### src/rtl/any1_gpredictor.sv
// Global-history branch direction predictor (gselect/gshare) with a post-reset
// table sweep, checkpointed speculative history and a bypassed 2-stage counter update.
module any1_gpredictor #(
    parameter int IP_LSB    = 3,
    parameter int TBL_BITS  = 9,
    parameter int HIST_BITS = 2,
    parameter int MODE      = 0,
    parameter int CTR_BITS  = 2
) (
    input  logic                 clk,
    input  logic                 rst,
    input  logic                 en,
    output logic                 ready,
    input  logic [31:0]          ip,
    input  logic                 ip_valid,
    input  logic                 isBranch,
    output logic                 predict_valid,
    output logic                 predict_taken,
    output logic [HIST_BITS-1:0] pred_hist,
    input  logic                 xisBranch,
    input  logic [31:0]          xip,
    input  logic [HIST_BITS-1:0] xhist,
    input  logic                 takb,
    input  logic                 xmispredict
);
    localparam int DEPTH = 2 ** TBL_BITS;
    localparam logic [CTR_BITS-1:0] WEAK = CTR_BITS'(1) << (CTR_BITS - 1);

    typedef enum logic {INIT, RUN} state_t;
    state_t state, state_nxt;

    logic [CTR_BITS-1:0]  tbl [DEPTH];
    logic [TBL_BITS-1:0]  init_ptr, pidx, xidx, u2_idx;
    logic [CTR_BITS-1:0]  u2_ctr, u2_new, pred_ctr, u1_ctr;
    logic [HIST_BITS-1:0] ghist;
    logic                 u2_vld, u2_takb, pred_go, upd_go;

    function automatic logic [HIST_BITS-1:0] shl(input logic [HIST_BITS-1:0] h, input logic b);
        logic [HIST_BITS:0] t;
        t = {h, b};
        return t[HIST_BITS-1:0];
    endfunction

    generate
        if (MODE == 0) begin : g_sel
            assign pidx = {ip[IP_LSB+TBL_BITS-HIST_BITS-1:IP_LSB], ghist};
            assign xidx = {xip[IP_LSB+TBL_BITS-HIST_BITS-1:IP_LSB], xhist};
        end else begin : g_share
            assign pidx = ip[IP_LSB+TBL_BITS-1:IP_LSB] ^ TBL_BITS'(ghist);
            assign xidx = xip[IP_LSB+TBL_BITS-1:IP_LSB] ^ TBL_BITS'(xhist);
        end
    endgenerate

    logic unused_bits;
    assign unused_bits = &{1'b0, ip, xip};

    assign ready   = (state == RUN);
    assign pred_go = ready & en & ip_valid;
    assign upd_go  = ready & en & xisBranch;

    always_comb begin
        u2_new = u2_ctr;
        if (u2_takb) begin
            if (u2_ctr != '1) u2_new = u2_ctr + CTR_BITS'(1);
        end else begin
            if (u2_ctr != '0) u2_new = u2_ctr - CTR_BITS'(1);
        end
    end

    // Both read ports see the in-flight U2 result so same-index traffic never reads stale.
    assign pred_ctr = (u2_vld && u2_idx == pidx) ? u2_new : tbl[pidx];
    assign u1_ctr   = (u2_vld && u2_idx == xidx) ? u2_new : tbl[xidx];

    always_comb begin
        state_nxt = state;
        if (state == INIT && init_ptr == '1) state_nxt = RUN;
    end

    always_ff @(posedge clk) begin
        if (state == INIT)  tbl[init_ptr] <= WEAK;
        else if (u2_vld)    tbl[u2_idx]   <= u2_new;
    end

    always_ff @(posedge clk or posedge rst) begin
        if (rst) begin
            state         <= INIT;
            init_ptr      <= '0;
            ghist         <= '0;
            u2_vld        <= 1'b0;
            u2_idx        <= '0;
            u2_ctr        <= '0;
            u2_takb       <= 1'b0;
            predict_valid <= 1'b0;
            predict_taken <= 1'b0;
            pred_hist     <= '0;
        end else begin
            state <= state_nxt;
            if (state == INIT) init_ptr <= init_ptr + TBL_BITS'(1);

            predict_valid <= pred_go;
            if (pred_go) begin
                predict_taken <= pred_ctr[CTR_BITS-1];
                pred_hist     <= ghist;
            end

            u2_vld <= upd_go;
            if (upd_go) begin
                u2_idx  <= xidx;
                u2_ctr  <= u1_ctr;
                u2_takb <= takb;
            end

            // Checkpoint restore takes priority over the speculative shift.
            if (upd_go && xmispredict)
                ghist <= shl(xhist, takb);
            else if (en && predict_valid && isBranch)
                ghist <= shl(ghist, predict_taken);
        end
    end
endmodule

### config.mk
export PLATFORM = sky130hd
export DESIGN_NAME = any1_gpredictor
export DESIGN_NICKNAME = d
export VERILOG_FILES = /design/src/rtl/any1_gpredictor.sv
export SDC_FILE = /design/constraint.sdc
export NUM_CORES = 1
export LEC_CHECK = 0
export BUFFER_PORTS_ARGS = -buffer_cell sky130_fd_sc_hd__buf_2
export CAP_MARGIN = 20
export CORE_MARGIN = 2
export CORE_UTILIZATION = 32
export CTS_CLUSTER_DIAMETER = 120
export DETAILED_ROUTE_END_ITERATION = 7
export SETUP_SLACK_MARGIN = 0.4
export SYNTH_ARGS = -nofsm -noshare
export SYNTH_HDL_FRONTEND = slang
export SYNTH_SLANG_ARGS = --single-unit
### constraint.sdc
create_clock -name clk -period 34.6 [get_ports clk]
set_input_delay 1.73 -clock clk [delete_from_list [all_inputs] [get_ports clk]]
set_output_delay 1.73 -clock clk [all_outputs]
set_load 0.05 [all_outputs]
==> impl_metrics.toml <==
[routing]
antenna_left = 0
vias_per_cell = 5.51
dr.pass1.iters = 5
drc = 0
wl_mm = 137
first_iter_violations = 3219
routedWlPerCell_um = 26.8
num_vias = 28300

[cts]
clk_pin_slew_ns = 0.06
cts_resized = 0
cts_tree = "yes"
postCtsSetupBuffers = 0
cts_sinks = 1053
htree_levels = 3
cts_buffer_depth = 3
cts_hold_buffers = 0
numCtsBuffers = 109
clkLatencyLatePin_ns = 0.70
cts_root_buffer = "clkbuf_16"

[place]
place_ws_ns = 28.41
dp.cells = 4928
routabilityCongestion = 0.876
dp.final_hpwl_mm = 79.3
io_buffers = 28

[synthesis]
synthXorXnorAreaFrac = 0.00456
synth_area_um2 = 48000
synth_top_family_by_area = "multiplexers"
synth-seq-cells = 1053
async_flop_share = 0.0275
yosys.area_share.adder = 0.000522
synthCells = 3074
synth_compound_area_frac = 0.0518
yosysWarnings = 0
yosysSeqAreaShare = 0.656
synthTopCellsByArea = "edfxtp_1, mux4_2, mux2i_1, nor2_1, o221ai_1"
synth-simple-area-share = 0.0712
synth-edff-count = 1024
yosys-mux-area-fraction = 0.186
avgSynthCellArea_um2 = 15.6
synth.largest_area_cell = "edfxtp_1"
synth_top_area_share = 0.641
synth.distinct_cells = 60
syn_nets = 3150
ys_dominant_reg_cell = "edfxtp_1"

[timing]
finalSetupViolCount = 0
rsz0062_at_grt = "false"
skew_ns = 0.0227
drv_slew = 0
worst_slew_pin_slew_ns = 1.41
hold_viol_final = 0
post-route-min-period_ns = 5.44
setup_ws_ns = 29.16
fmax_mhz = 184
relSlewSlack = 0.0631
hold_slack_ns = 0.476
period_share = 0.157
tns_ns = 0

[finish]
drive_gt1_frac = 0.181
fin_cells = 5131
final_nets = 3101
syn_to_final_growth_pct = 11.4
diodes = 0

[worst_setup_path]
required_ns = 35.17
reg2reg_depth = 9
end_kind = "flop"
start_kind = "input port"
timing.rr.start = "ghist[0]$_DFFE_PP0P_"
critPathMaxFanout = 51
arrival_ns = 6.01
r2r_end = "predict_taken$_DFFE_PP0P_"
r2r_setup_slack_ns = 29.47
criticalPathCategory = "in2reg"

[floorplan]
initial_core_util = 0.321
die_h_um = 391
core_um2 = 149000
die-area_um2 = 153000
fp-row-count = 142
dieWidth_um = 391
io_pins = 79

[global_route]
grt_pass1_vias = 29000
antenna_found_initial = 4
grt_overflow = 0
grt_use_met3 = 0.0346
grtUsageMet1 = 0.232
grt_busiest_layer = "met2"
use_met2 = 0.294
grt_usage = 0.178
grt_pass1_wl_mm = 199
grt_max_degree = 265

[pwr]
p_sw_mw = 0.561
p_leak_nw = 15.9
peakVddDrop_uv = 45.0
swShare = 0.214
seq_power_share = 0.524
combPwrFrac = 0.034
power_density_nw_per_um2 = 49.2
internal_power_mw = 2.07
p_total_mw = 2.63
clockPowerShare = 0.442

[status]
outcome = "complete, no violations"

[min_path]
hold_path_class = "reg2reg"
worstHoldPathCells = 2
hold_end = "u2_idx[8]$_DFFE_PP0P_"
min_from = "u2_idx[8]$_DFFE_PP0P_"

[flow_run]
cap_violations = 0
logic make-up after synthesis:
family / after synthesis
fa+ha+maj: 2
buf+inv: 258
xor+xnor: 25
mux: 554
compound gates: 354
flops: 1053
simple gates: 828
area by class of cell:
type / instances / area (µm²)
Clock buffer: 126 / 2890
Multi-Input combinational cell: 1763 / 15200
Timing Repair Buffer: 86 / 693
Clock inverter: 75 / 632
Inverter: 12 / 45.0
Fill cell: 14100 / 96000
Tap cell: 2016 / 2520
Sequential cell: 1053 / 31500
layout by cell type (no fill, tap or decap), types with 7 or more instances in the layout:
cell type / count
xor2_1: 7
inv_1: 8
dfrtp_1: 27
nand3_1: 31
nor4_1: 12
clkbuf_1: 11
nor2_1: 550
a21oi_1: 71
a211oi_1: 13
buf_4: 52
edfxtp_1: 1024
nand4_1: 13
a31oi_1: 9
clkinvlp_4: 13
clkbuf_16: 112
nand2b_1: 12
mux2i_1: 271
a221oi_1: 8
clkinv_1: 29
and2_1: 10
nand2_2: 9
o31ai_1: 7
nor2b_1: 13
nand2_1: 115
xnor2_1: 18
a22oi_1: 17
nor3_1: 30
o21ai_0: 39
o221ai_1: 108
o22ai_1: 54
mux2_2: 14
buf_2: 25
bufinv_16: 9
mux4_2: 269
clkinv_2: 18
power by group through the flow:
| stage | registers [mW] | logic, mW | clock network [mW] |
|---|---|---|---|
| final | 1.38 | 0.0884 | 1.16 |
| after CTS | 1.38 | 0.0877 | 1.18 |
| after global routing | 1.38 | 0.0922 | 1.23 |
| after detailed placement | 1.40 | 0.0876 | 0 |
| after floorplan | 1.40 | 0.0580 | 0 |
| after global placement | 1.40 | 0.0876 | 0 |
per-layer routing:
layer  wire [µm]  vias up
li1            -    12100
met3       11300      263
met1       54900    14700
met5          49        -
met2       66100     1200
met4        5010        6
how the worst max path moves through the flow:
stage,slack [ns],startpoint,endpoint,depth (start not counted)
detailed placement,28.41,xhist[0],u2_ctr[1]$_DFFE_PP0P_,10
floorplan,18.29,u2_ctr[1]$_DFFE_PP0P_,tbl[0][1]$_DFFE_PP_,2
finish,29.16,xhist[1],u2_ctr[0]$_DFFE_PP0P_,10
CTS,29.16,xhist[0],u2_ctr[1]$_DFFE_PP0P_,10
global placement,28.39,xhist[0],u2_ctr[1]$_DFFE_PP0P_,10
global route,28.96,xhist[0],u2_ctr[1]$_DFFE_PP0P_,10
registers in the layout, indices dropped and copies added (netlist names):
register,flops
tbl,1024
ready,1
u2_idx,9
init_ptr,9
pred_hist,2
u2_takb,1
u2_ctr,2
predict_taken,1
predict_valid,1
u2_vld,1
ghist,2
per-stage QoR:
step	area, µm²	util
floorplan	48000	-
global placement	49900	0.334
detailed placement	49900	0.334
CTS	53400	0.357
global route	53400	0.358
finish	53400	0.358
cell usage after synthesis, types with 13 or more instances:
cell type,instances
a211oi_1,13
a21oi_1,71
a22oi_1,17
buf_1,30
buf_2,29
buf_4,20
buf_6,28
clkbuf_1,128
dfrtp_1,29
edfxtp_1,1024
mux2_2,14
mux2i_1,271
mux4_2,269
nand2_1,129
nand2b_1,14
nand3_1,35
nand4_1,13
nor2_1,551
nor2b_1,14
nor3_1,30
o21ai_0,39
o221ai_1,108
o22ai_1,54
xnor2_1,18
worst max-delay path, stage by stage:
cell,delay [ns]
buf_8,0.37
nand2b_4,0.68
buf_4,0.59
o221ai_1,0.27
o22ai_1,0.23
o21ai_0,0.19
a32oi_1,0.69
nand4_1,0.39
nor4_1,0.55
o31ai_1,0.14
Note: power is estimated with default switching activity, not from simulation.
